**src/rtl/seg_pkg.sv**
```systemverilog
// -----------------------------------------------------------------------------
// seg_pkg
//   Shared types and constants for the 7-segment scan driver.
//   seg_t bit order is {a,b,c,d,e,f,g,dp}, MSB = segment a.
//   hex2seg() maps a hex nibble to its logical (active-high) segment pattern,
//   with the decimal point bit cleared.
// -----------------------------------------------------------------------------
package seg_pkg;

  typedef logic [7:0] seg_t;

  typedef enum logic {
    ST_GUARD = 1'b0,
    ST_SCAN  = 1'b1
  } scan_state_e;

  localparam seg_t SEG_0   = 8'hFC;
  localparam seg_t SEG_1   = 8'h60;
  localparam seg_t SEG_2   = 8'hDA;
  localparam seg_t SEG_3   = 8'hF2;
  localparam seg_t SEG_4   = 8'h66;
  localparam seg_t SEG_5   = 8'hB6;
  localparam seg_t SEG_6   = 8'hBE;
  localparam seg_t SEG_7   = 8'hE0;
  localparam seg_t SEG_8   = 8'hFE;
  localparam seg_t SEG_9   = 8'hF6;
  localparam seg_t SEG_A   = 8'hEE;
  localparam seg_t SEG_B   = 8'h3E;
  localparam seg_t SEG_C   = 8'h9C;
  localparam seg_t SEG_D   = 8'h7A;
  localparam seg_t SEG_E   = 8'h9E;
  localparam seg_t SEG_F   = 8'h8E;
  localparam seg_t SEG_OFF = 8'h00;

  function automatic seg_t hex2seg(input logic [3:0] nibble);
    seg_t s;
    case (nibble)
      4'h0: s = SEG_0;
      4'h1: s = SEG_1;
      4'h2: s = SEG_2;
      4'h3: s = SEG_3;
      4'h4: s = SEG_4;
      4'h5: s = SEG_5;
      4'h6: s = SEG_6;
      4'h7: s = SEG_7;
      4'h8: s = SEG_8;
      4'h9: s = SEG_9;
      4'hA: s = SEG_A;
      4'hB: s = SEG_B;
      4'hC: s = SEG_C;
      4'hD: s = SEG_D;
      4'hE: s = SEG_E;
      default: s = SEG_F;
    endcase
    return s;
  endfunction

endpackage

```
**src/rtl/seg_hex_decoder.sv**
```systemverilog
// -----------------------------------------------------------------------------
// seg_hex_decoder
//   Combinational hex nibble + decimal point -> logical segment pattern.
//   Ports:
//     nibble_i  in   4  hex digit value
//     dp_i      in   1  decimal point, ORed into bit 0
//     seg_o     out  8  {a,b,c,d,e,f,g,dp}, active-high
// -----------------------------------------------------------------------------
module seg_hex_decoder
  import seg_pkg::*;
(
  input  logic [3:0] nibble_i,
  input  logic       dp_i,
  output logic [7:0] seg_o
);

  assign seg_o = hex2seg(nibble_i) | {7'b0, dp_i};

endmodule

```
**src/rtl/seg_scan_driver.sv**
```systemverilog
// -----------------------------------------------------------------------------
// seg_scan_driver
//   Time-multiplexed driver for NUM_DIGITS 7-segment digits. Each digit slot is
//   SCAN_DIV clocks: GUARD_CYC clocks fully dark (ghosting guard), then the
//   digit is lit for the rest of the slot. Frame updates are double-buffered:
//   an accepted update waits in a pending register and is copied to the
//   displayed frame only at frame wrap, so a frame is never shown half-updated.
//   Ports:
//     clk        in   1             system clock
//     rst_n      in   1             asynchronous active-low reset
//     upd_valid  in   1             frame update request
//     upd_ready  out  1             pending buffer empty
//     upd_hex    in   4*NUM_DIGITS  nibbles, [3:0] = digit 0 (rightmost)
//     upd_dp     in   NUM_DIGITS    decimal point per digit
//     upd_blank  in   NUM_DIGITS    force digit dark
//     upd_lzb    in   1             leading-zero blanking enable
//     seg_o      out  8             {a..g,dp} at pin polarity
//     dig_o      out  NUM_DIGITS    one-hot digit enable at pin polarity
//     frame_o    out  1             one-cycle pulse when a new frame commits
// -----------------------------------------------------------------------------
module seg_scan_driver
  import seg_pkg::*;
#(
  parameter int NUM_DIGITS  = 4,
  parameter int SCAN_DIV    = 1000,
  parameter int GUARD_CYC   = 16,
  parameter bit SEG_ACT_LOW = 1'b0,
  parameter bit DIG_ACT_LOW = 1'b0
) (
  input  logic                    clk,
  input  logic                    rst_n,
  input  logic                    upd_valid,
  output logic                    upd_ready,
  input  logic [4*NUM_DIGITS-1:0] upd_hex,
  input  logic [NUM_DIGITS-1:0]   upd_dp,
  input  logic [NUM_DIGITS-1:0]   upd_blank,
  input  logic                    upd_lzb,
  output logic [7:0]              seg_o,
  output logic [NUM_DIGITS-1:0]   dig_o,
  output logic                    frame_o
);

  localparam int IDX_W = (NUM_DIGITS > 1) ? $clog2(NUM_DIGITS) : 1;
  localparam int PRE_W = $clog2(SCAN_DIV);
  localparam logic [PRE_W-1:0] PRE_LAST   = PRE_W'(SCAN_DIV - 1);
  localparam logic [PRE_W-1:0] GUARD_LAST = PRE_W'((GUARD_CYC > 0) ? GUARD_CYC - 1 : 0);
  localparam logic [IDX_W-1:0] IDX_LAST   = IDX_W'(NUM_DIGITS - 1);

  scan_state_e             state_q;
  logic [PRE_W-1:0]        pre_q;
  logic [IDX_W-1:0]        idx_q;

  logic [4*NUM_DIGITS-1:0] act_hex_q,   pend_hex_q;
  logic [NUM_DIGITS-1:0]   act_dp_q,    pend_dp_q;
  logic [NUM_DIGITS-1:0]   act_blank_q, pend_blank_q;
  logic                    act_lzb_q,   pend_lzb_q;
  logic                    pend_full_q;

  logic [7:0]              seg_q, seg_d;
  logic [NUM_DIGITS-1:0]   dig_q, dig_d;
  logic                    frame_q;

  logic                    slot_end, frame_wrap, commit, xfer, show;
  logic [3:0]              nib [NUM_DIGITS];
  logic [NUM_DIGITS-1:0]   hi_zero;
  logic                    hz_acc;
  logic                    lz_blank;
  logic [7:0]              dec_seg;

  assign upd_ready  = !pend_full_q;
  assign xfer       = upd_valid && upd_ready;
  assign slot_end   = (pre_q == PRE_LAST);
  assign frame_wrap = slot_end && (idx_q == IDX_LAST);
  // Only a full pending buffer produces a commit (and a frame_o pulse).
  assign commit     = frame_wrap && pend_full_q;
  // With no guard the GUARD state only exists for the first cycle after reset;
  // treat it as lit so the display has no gap at all.
  assign show       = (state_q == ST_SCAN) || (GUARD_CYC == 0);

  for (genvar gi = 0; gi < NUM_DIGITS; gi++) begin : g_nib
    assign nib[gi] = act_hex_q[gi*4 +: 4];
  end

  // hi_zero[i]: nibbles i..NUM_DIGITS-1 are all zero.
  always_comb begin
    hi_zero = '0;
    hz_acc  = 1'b1;
    for (int i = NUM_DIGITS - 1; i >= 0; i--) begin
      hz_acc     = hz_acc && (nib[i] == 4'h0);
      hi_zero[i] = hz_acc;
    end
  end

  assign lz_blank = act_lzb_q && (idx_q != '0) && hi_zero[idx_q];

  seg_hex_decoder u_dec (
    .nibble_i (nib[idx_q]),
    .dp_i     (act_dp_q[idx_q]),
    .seg_o    (dec_seg)
  );

  always_comb begin
    seg_d = SEG_OFF;
    dig_d = '0;
    if (show) begin
      dig_d = NUM_DIGITS'(1) << idx_q;
      if (act_blank_q[idx_q])
        seg_d = SEG_OFF;
      else if (lz_blank)
        seg_d = {7'b0, act_dp_q[idx_q]};   // dp survives leading-zero blanking
      else
        seg_d = dec_seg;
    end
  end

  always_ff @(posedge clk or negedge rst_n) begin
    if (!rst_n) begin
      state_q      <= ST_GUARD;
      pre_q        <= '0;
      idx_q        <= '0;
      act_hex_q    <= '0;
      act_dp_q     <= '0;
      act_blank_q  <= '1;
      act_lzb_q    <= 1'b0;
      pend_hex_q   <= '0;
      pend_dp_q    <= '0;
      pend_blank_q <= '0;
      pend_lzb_q   <= 1'b0;
      pend_full_q  <= 1'b0;
      seg_q        <= SEG_OFF;
      dig_q        <= '0;
      frame_q      <= 1'b0;
    end else begin
      pre_q <= slot_end ? '0 : pre_q + PRE_W'(1);
      if (slot_end)
        idx_q <= (idx_q == IDX_LAST) ? '0 : idx_q + IDX_W'(1);

      case (state_q)
        ST_GUARD: if ((GUARD_CYC == 0) || (pre_q == GUARD_LAST)) state_q <= ST_SCAN;
        default:  if (slot_end) state_q <= (GUARD_CYC == 0) ? ST_SCAN : ST_GUARD;
      endcase

      // xfer needs an empty buffer and commit a full one, so they never collide.
      if (xfer) begin
        pend_hex_q   <= upd_hex;
        pend_dp_q    <= upd_dp;
        pend_blank_q <= upd_blank;
        pend_lzb_q   <= upd_lzb;
        pend_full_q  <= 1'b1;
      end else if (commit) begin
        pend_full_q  <= 1'b0;
      end

      if (commit) begin
        act_hex_q   <= pend_hex_q;
        act_dp_q    <= pend_dp_q;
        act_blank_q <= pend_blank_q;
        act_lzb_q   <= pend_lzb_q;
      end

      frame_q <= commit;
      seg_q   <= seg_d;
      dig_q   <= dig_d;
    end
  end

  assign seg_o   = seg_q ^ {8{SEG_ACT_LOW}};
  assign dig_o   = dig_q ^ {NUM_DIGITS{DIG_ACT_LOW}};
  assign frame_o = frame_q;

endmodule
```
**config.mk**
```make
export PLATFORM = sky130hd
export DESIGN_NAME = seg_scan_driver
export DESIGN_NICKNAME = d
export VERILOG_FILES = /design/src/rtl/seg_pkg.sv /design/src/rtl/seg_hex_decoder.sv /design/src/rtl/seg_scan_driver.sv
export SDC_FILE = /design/constraint.sdc
export NUM_CORES = 1
export LEC_CHECK = 0
export BUFFER_PORTS_ARGS = -buffer_cell sky130_fd_sc_hd__buf_2
export CORE_MARGIN = 3
export CORE_UTILIZATION = 40
export CTS_BUF_LIST = sky130_fd_sc_hd__clkbuf_8
export CTS_CLUSTER_DIAMETER = 60
export DETAILED_ROUTE_END_ITERATION = 16
export HOLD_SLACK_MARGIN = 0.12
export PLACE_DENSITY_LB_ADDON = 0.1
export SLEW_MARGIN = 10
export SYNTH_ARGS = -nofsm -noshare
export SYNTH_HDL_FRONTEND = slang
export SYNTH_SLANG_ARGS = --single-unit
```
**constraint.sdc**
```tcl
create_clock -name clk -period 3.2 [get_ports clk]
set_input_delay 0.32 -clock clk [delete_from_list [all_inputs] [get_ports clk]]
set_output_delay 0.32 -clock clk [all_outputs]
set_load 0.005 [all_outputs]
```
==> key figures, run 1 <==
Placed design
  • Dpl ws: 0.827 ns
  • Detailed placement HPWL: 4.25 mm
  • Final RePlAce weighted congestion: approximately 0.74
  • PortBufs: 41

STA
  • Fin crit share: 0.737
  • Worst Tran Pin Value: 0.939 ns
  • Post-Route Setup TNS: 0 ns
  • Relative slew slack: 0.374
  • Final Hold Vio Count: 0
  • Final Max Slew Viols: 0
  • Crit path time final: 2.36 ns
  • Fmax: 424 MHz
  • Final Setup Violations: 0
  • Final clock skew: 0.0118 ns
  • Final worst slack: 0.841 ns
  • Unrepaired setup endpoints after global routing: no

Min path
  • Hold Path Class: in2async

Layout
  • Syn-to-layout area delta: 13.4%
  • Ant diodes: 0
  • Layout cells sized above 1: 0.400
  • Nets: 344
  • Fin util: 0.479

Clock tree
  • Postcts setup bufs: 0
  • Root Driver: clkbuf_8
  • Hold buffer count at cts: 0
  • Largest buffer count on any clock path: 2
  • Clock-pin slew on the worst setup and hold paths: approximately 0.080 ns
  • H-Tree Depth: 3
  • Post_cts resized: 0
  • Clock latency at the later pin of the worst-skew pair: 0.35 ns
  • TritonCTS buffer count: 9
  • CTS sink cnt: 77
  • CTS tree: yes

Synthesis
  • Cells after synthesis: 260
  • EDFF count, synth: 0
  • Top cell type's share of synthesized area: 0.510
  • Yosys warnings: 0
  • Synth area leaders: dfrtp_1 51%, mux2_2 11%, mux2_4 7.6%, ha_1 3.8%, dfstp_2 2.9%
  • Cell taking the most area after synthesis: dfrtp_1
  • Syn avg cell area: 13.8 sq um
  • Synth Register Bits: 77
  • Cell Area, Synth: 3580 sq um
  • Async S/R FF share, synth: 1.00
  • Post-Synthesis Net Count: around 300
  • Ys flop type: dfrtp_1
  • Distinct cells, synth: 40
  • Sequential area share after synthesis: 0.540

Critical path
  • Critical Path Fanout Max: 27
  • Setup crit end kind: flop
  • Slowest cell on the critical path: and3_4
  • Crit path buffers/inverters: 1
  • CP delay by family, top: simple AND/OR/NAND/NOR gates
  • Worst EP arrival: about 2.6 ns
  • Req. time, crit path: 3.44 ns
  • CP peak stage delay: 0.50 ns
  • Critical path class: reg2reg
  • CP startpoint kind: flop
  • Critical-path cell list: ha_1, nand3b_1, nor3b_2, and3_1, buf_4, and3_4, mux2_2

Floorplan
  • Die Y: slightly above 100 um
  • Top Ports: 42
  • Core ar.: 8460 sq um
  • Full die area: 10100 sq um
  • Initial Utilization: 0.423
  • Num rows: 33
  • Die width: about 100 um

Drt
  • TritonRoute pass-1 iters: 4
  • DR WL/cell: around 15 um
  • ANT nets after route: 0
  • Starting DRT DRC Count: 41
  • Number of remaining DRC errors: 0
  • Via Count: 2069
  • DR vias/cell: 4.99
  • Routed WL: about 6.2 mm

Power and ir drop
  • Peak supply drop: approximately 0.24 mV
  • Leak: ~1.9 nW
  • Switch Pwr: slightly above 0.4 mW
  • Clk pwr share: 0.410
  • Total power: roughly 1.9 mW
  • Pwr/cell area: 458 nW/um^2
  • Sequential power share: 0.554
  • Comb pwr share: 0.037
  • Sw Ratio: 0.218
  • P_int: 1.45 mW

Status
  • Status: complete, no violations

Global route
  • Global-route wire length before repair: 11.1 mm
  • Tot GR Track Use: 0.139
  • Largest net degree at the start of global routing: 78
  • Vias in the first global route: 2148
  • Gr ovfl total: 0
  • Antenna violations before repair: 0

Run
  • Max-cap check violation count: 0
synth_stat cells, types with 2 or more instances:
library cell	number
mux2i_1	4
a211oi_1	4
inv_1	10
mux2_2	34
xor2_1	5
nand2_1	12
xnor2_1	3
a31oi_1	3
buf_2	3
dfstp_2	4
dfrtp_1	73
mux4_1	4
mux2_4	18
nand3_1	6
nor2_1	17
nor3_1	4
nor2b_1	2
nor4_1	4
mux4_2	2
and2_1	4
a311oi_1	3
and3_1	2
clkbuf_1	3
buf_12	3
ha_1	11
o21ai_0	8
layout by cell type (no fill, tap or decap), types with 2 or more instances in the layout:
cell type	instances
dfrtp_1	73
buf_2	40
mux2_2	34
mux2_4	18
nor2_1	17
nand2_1	12
ha_1	11
clkbuf_8	11
inv_1	10
o21ai_0	8
nand3_1	6
xor2_1	5
buf_4	5
nor4_1	4
mux4_1	4
mux2i_1	4
a211oi_1	4
and2_1	4
nor3_1	4
dfstp_2	4
a311oi_1	3
xnor2_1	3
a31oi_1	3
mux4_2	2
and3_1	2
clkinv_2	2
power groups by stage:
stage,Clock [mW],Sequential (mW),Combinational [mW]
after global placement,0,1.05,0.0693
after CTS,0.790,1.03,0.0712
final,0.761,1.03,0.0681
after detailed placement,0,1.05,0.0711
after floorplan,0,1.04,0.0329
after global routing,0.821,1.04,0.0799
worst register-to-register path: cells and delay by family (launching register included):
kind	cells	cell delay, ns
mux	1	0.40
fa+ha+maj	1	0.24
buf+inv	1	0.17
simple gates	4	1.05
flops	1	0.39
metrics by stage:
step                cell area, sq um  instances  hold slack [ns]
CTS                             4060        415            0.150
detailed placement              3850        399            0.477
floorplan                       3580        260           0.0244
global placement                3850        399            0.467
finish                          4060        415            0.113
global route                    4060        415            0.176
path summary, 6_finish.rpt:
path	from	end	slack, ns	cells after the start
setup / recovery	pre_q[0]$_DFF_PN0_	act_dp_q[2]$_DFFE_PN0P_	0.84	7
hold / removal	rst_n	pre_q[4]$_DFF_PN0_	0.11	1
setup reg to reg	pre_q[0]$_DFF_PN0_	act_dp_q[2]$_DFFE_PN0P_	0.84	7
hold reg to reg	pre_q[0]$_DFF_PN0_	pre_q[0]$_DFF_PN0_	0.49	1
max in group asynchronous	rst_n	pend_hex_q[4]$_DFFE_PN0P_	2.48	1
min in group clk	upd_hex[5]	pend_hex_q[5]$_DFFE_PN0P_	0.20	2
layer usage:
| layer | part of all wire | GRT usage |
|---|---|---|
| met3 | 0.043 | 0.0464 |
| met5 | 0 | 0 |
| met1 | 0.49 | 0.190 |
| met2 | 0.46 | 0.211 |
| met4 | 0.011 | 0.0373 |
area by class of cell:
class                      instances  area (sq um)
clock buffer                      11           151
clock inverter                     5          57.6
fill                             781          4410
inverter                          10          37.5
multi-input combinational        162          1510
sequential                        77          1930
tap                              105           131
timing repair buffer              45           238
state kept, by name, indices dropped and copies added (netlist names):
| register | cells |
|---|---|
| pend_full_q | 1 |
| pre_q | 10 |
| act_blank_q | 4 |
| act_dp_q | 4 |
| idx_q | 2 |
| act_hex_q | 16 |
| pend_lzb_q | 1 |
| act_lzb_q | 1 |
| show | 1 |
| dig_o | 4 |
| seg_o | 8 |
| pend_hex_q | 16 |
| frame_o | 1 |
| pend_blank_q | 4 |
| pend_dp_q | 4 |
logic make-up after synthesis:
logic type / after synthesis / synth area share
flops: 77 / 0.540
buf+inv: 21 / 0.0388
compound gates: 22 / 0.0413
xor+xnor: 8 / 0.0196
simple gates: 59 / 0.0864
mux: 62 / 0.236
fa+ha+maj: 11 / 0.0385
Power figures use the tool's default switching activity.
==> run 2: changes to the inputs <==
Clock period 3.2 ns to 2.2 ns, I/O delays scaled along.
==> run 2 against run 1 <==
Net effect: die area stayed put; sequential share of layout area is 3.4 points lower; clock power is 29% higher; clock skew hardly changed; global-route usage is 0.53 points higher; critical path depth stayed put; non-clock buffer count is 32 higher; critical path type unchanged; largest cell class unchanged.
==> key figures, run 2 (synthesized netlist as in run 1, its figures left out) <==
Status
  • Status: complete, no violations

Clock tree
  • H-Tree Depth: 3 (unchanged)
  • Root Driver: clkbuf_8
  • Clock-pin slew on the worst setup and hold paths: 0.08 ns (about the same)
  • Largest buffer count on any clock path: 2 (unchanged)
  • CTS tree: yes
  • Postcts setup bufs: 0 (unchanged)
  • Clock latency at the later pin of the worst-skew pair: 0.35 ns (about the same)
  • TritonCTS buffer count: 9 (unchanged)
  • CTS sink cnt: 77 (unchanged)

STA
  • Final Max Slew Viols: 0 (unchanged)
  • Final clock skew: 0.0116 ns (-0.000208 ns)
  • Fin crit share: 0.947 (+0.210)
  • Relative slew slack: 0.705 (+0.331)
  • Post-Route Setup TNS: 0 ns (unchanged)
  • Unrepaired setup endpoints after global routing: no
  • Final Hold Vio Count: 0 (unchanged)
  • Worst Tran Pin Value: 0.443 ns (-0.496 ns)
  • Fmax: 480 MHz (+13%)
  • Final Setup Violations: 0 (unchanged)
  • Crit path time final: 2.08 ns (-0.276 ns)

Power and ir drop
  • Peak supply drop: 0.430 mV (+81%)
  • Pwr/cell area: 601 nW/um^2 (+31%)
  • Leak: 1.98 nW (+6.5%)

Drt
  • Routed WL: 6.41 mm (+2.8%)
  • DR vias/cell: 4.86 (-2.5%)
  • Starting DRT DRC Count: 52 (+27%)
  • DR WL/cell: 14.3 um (-4.6%)
  • TritonRoute pass-1 iters: 4 (unchanged)
  • Via Count: 2172 (+5.0%)
  • Number of remaining DRC errors: 0 (unchanged)
  • ANT nets after route: 0 (unchanged)

Placed design
  • PortBufs: 41 (unchanged)
  • Detailed placement HPWL: 4.38 mm (+3.3%)
  • Final RePlAce weighted congestion: 0.793 (+6.6%)
  • Dpl cell area: 3910 sq um (+1.6%)

Critical path
  • Critical path class: reg2reg
  • CP startpoint kind: flop
  • Setup crit end kind: flop
  • Req. time, crit path: 2.43 ns (-1.01 ns)
  • Worst EP arrival: 2.32 ns (-0.28 ns)
  • Critical Path Fanout Max: 27 (unchanged)

Min path
  • Hold Path Class: in2async

Floorplan
  • Die width: 101 um (unchanged)
  • Full die area: 10100 sq um (unchanged)
  • Die Y: 101 um (unchanged)
  • Num rows: 33 (unchanged)
  • Core ar.: 8460 sq um (unchanged)
  • Top Ports: 42 (unchanged)
  • Initial Utilization: 0.423 (unchanged)

Layout
  • Nets: 376 (+9.3%)
  • Ant diodes: 0 (unchanged)
  • Fin area: 4370 sq um (+7.6%)
  • Syn-to-layout area delta: 22.0%
  • Biggest regs: act_hex_q x16, pend_hex_q x16, pre_q x10
  • Commonest non-fill, non-tap cell in the layout: dfrtp_1
  • Most frequent cells in the layout: 73 x dfrtp_1, 40 x buf_2, 34 x mux2_2
  • Layout cells sized above 1: 0.383 (-0.0170)

Global route
  • Global-route wire length before repair: 11.5 mm (+3.7%)
  • Largest net degree at the start of global routing: 34 (-56%)
  • Antenna violations before repair: 0 (unchanged)
  • Vias in the first global route: 2264 (+5.4%)
  • Tot GR Track Use: 0.144 (+0.00533)
  • Gr ovfl total: 0 (unchanged)

Run
  • Max-cap check violation count: 0 (unchanged)
[run 2: cell types whose count changed in the layout (fill, tap and decap cells not counted), sizes merged]
cell and change:
dlygate4sd3 +27, buf +5, bufinv -1, clkinvlp +2, clkinv -1
[run 2: timing repair]
action | 4_1_cts | 5_1_grt
hold buffers | 27 | 0
hold endpoints to repair | 53 | 0
resized for setup | 0 | 2
endpoints found under the setup margin | 0 | 6
[run 2: layer usage]
layer,vias to the layer above,global-route usage,part of all wire
li1,1077,-,-
met1,1052,0.200,0.49
met2,35,0.219,0.47
met3,8,0.0415,0.035
met4,0,0.0435,0.012
met5,-,0,0
[run 2: final cells by class]
cell class / instances / area (sq um)
Multi-Input combinational cell: 162 / 1510
Clock inverter: 5 / 33.8
Fill cell: 750 / 4100
Sequential cell: 77 / 1930
Inverter: 10 / 37.5
Clock buffer: 11 / 151
Tap cell: 105 / 131
Timing Repair Buffer: 77 / 571
[run 2: worst max-delay path: stages (launching register included)]
cell	delay (ns)
dfrtp_1	0.40
ha_2	0.23
nand3b_1	0.12
nor3b_2	0.24
and3_1	0.21
and3_4	0.21
buf_12	0.20
mux2_2	0.35
[run 2: report_power, final]
group / switching [mW] / total, mW / internal, mW
logic: 0.0493 / 0.142 / 0.0924
clock network: 0.514 / 0.985 / 0.471
registers: 0.0283 / 1.50 / 1.47
[run 2: worst paths after layout]
check,start,endpoint,slack (ns),cells after the start
max in group asynchronous,rst_n,seg_o[2]$_DFF_PN0_,1.28,3
worst max register to register,pre_q[0]$_DFF_PN0_,act_dp_q[2]$_DFFE_PN0P_,0.12,7
min in group clk,pre_q[0]$_DFF_PN0_,pre_q[0]$_DFF_PN0_,0.49,1
worst min-delay path,rst_n,pre_q[2]$_DFF_PN0_,0.36,2
worst max-delay path,pre_q[0]$_DFF_PN0_,act_dp_q[2]$_DFFE_PN0P_,0.12,7
worst min register to register,pre_q[0]$_DFF_PN0_,pre_q[0]$_DFF_PN0_,0.49,1
[run 2: per-stage QoR]
step                      power [mW]   util  std cells  setup WS [ns]  hold WS [ns]
final                           2.62  0.516        447          0.117         0.356
after global routing            2.76  0.516        447         0.0214         0.373
after CTS                       2.67  0.516        447         0.0755         0.360
after detailed placement        1.64  0.462        404         0.0969         0.192
after global placement          1.63  0.462        404          0.158         0.194
after floorplan                 1.56      -        260          0.133       -0.0756
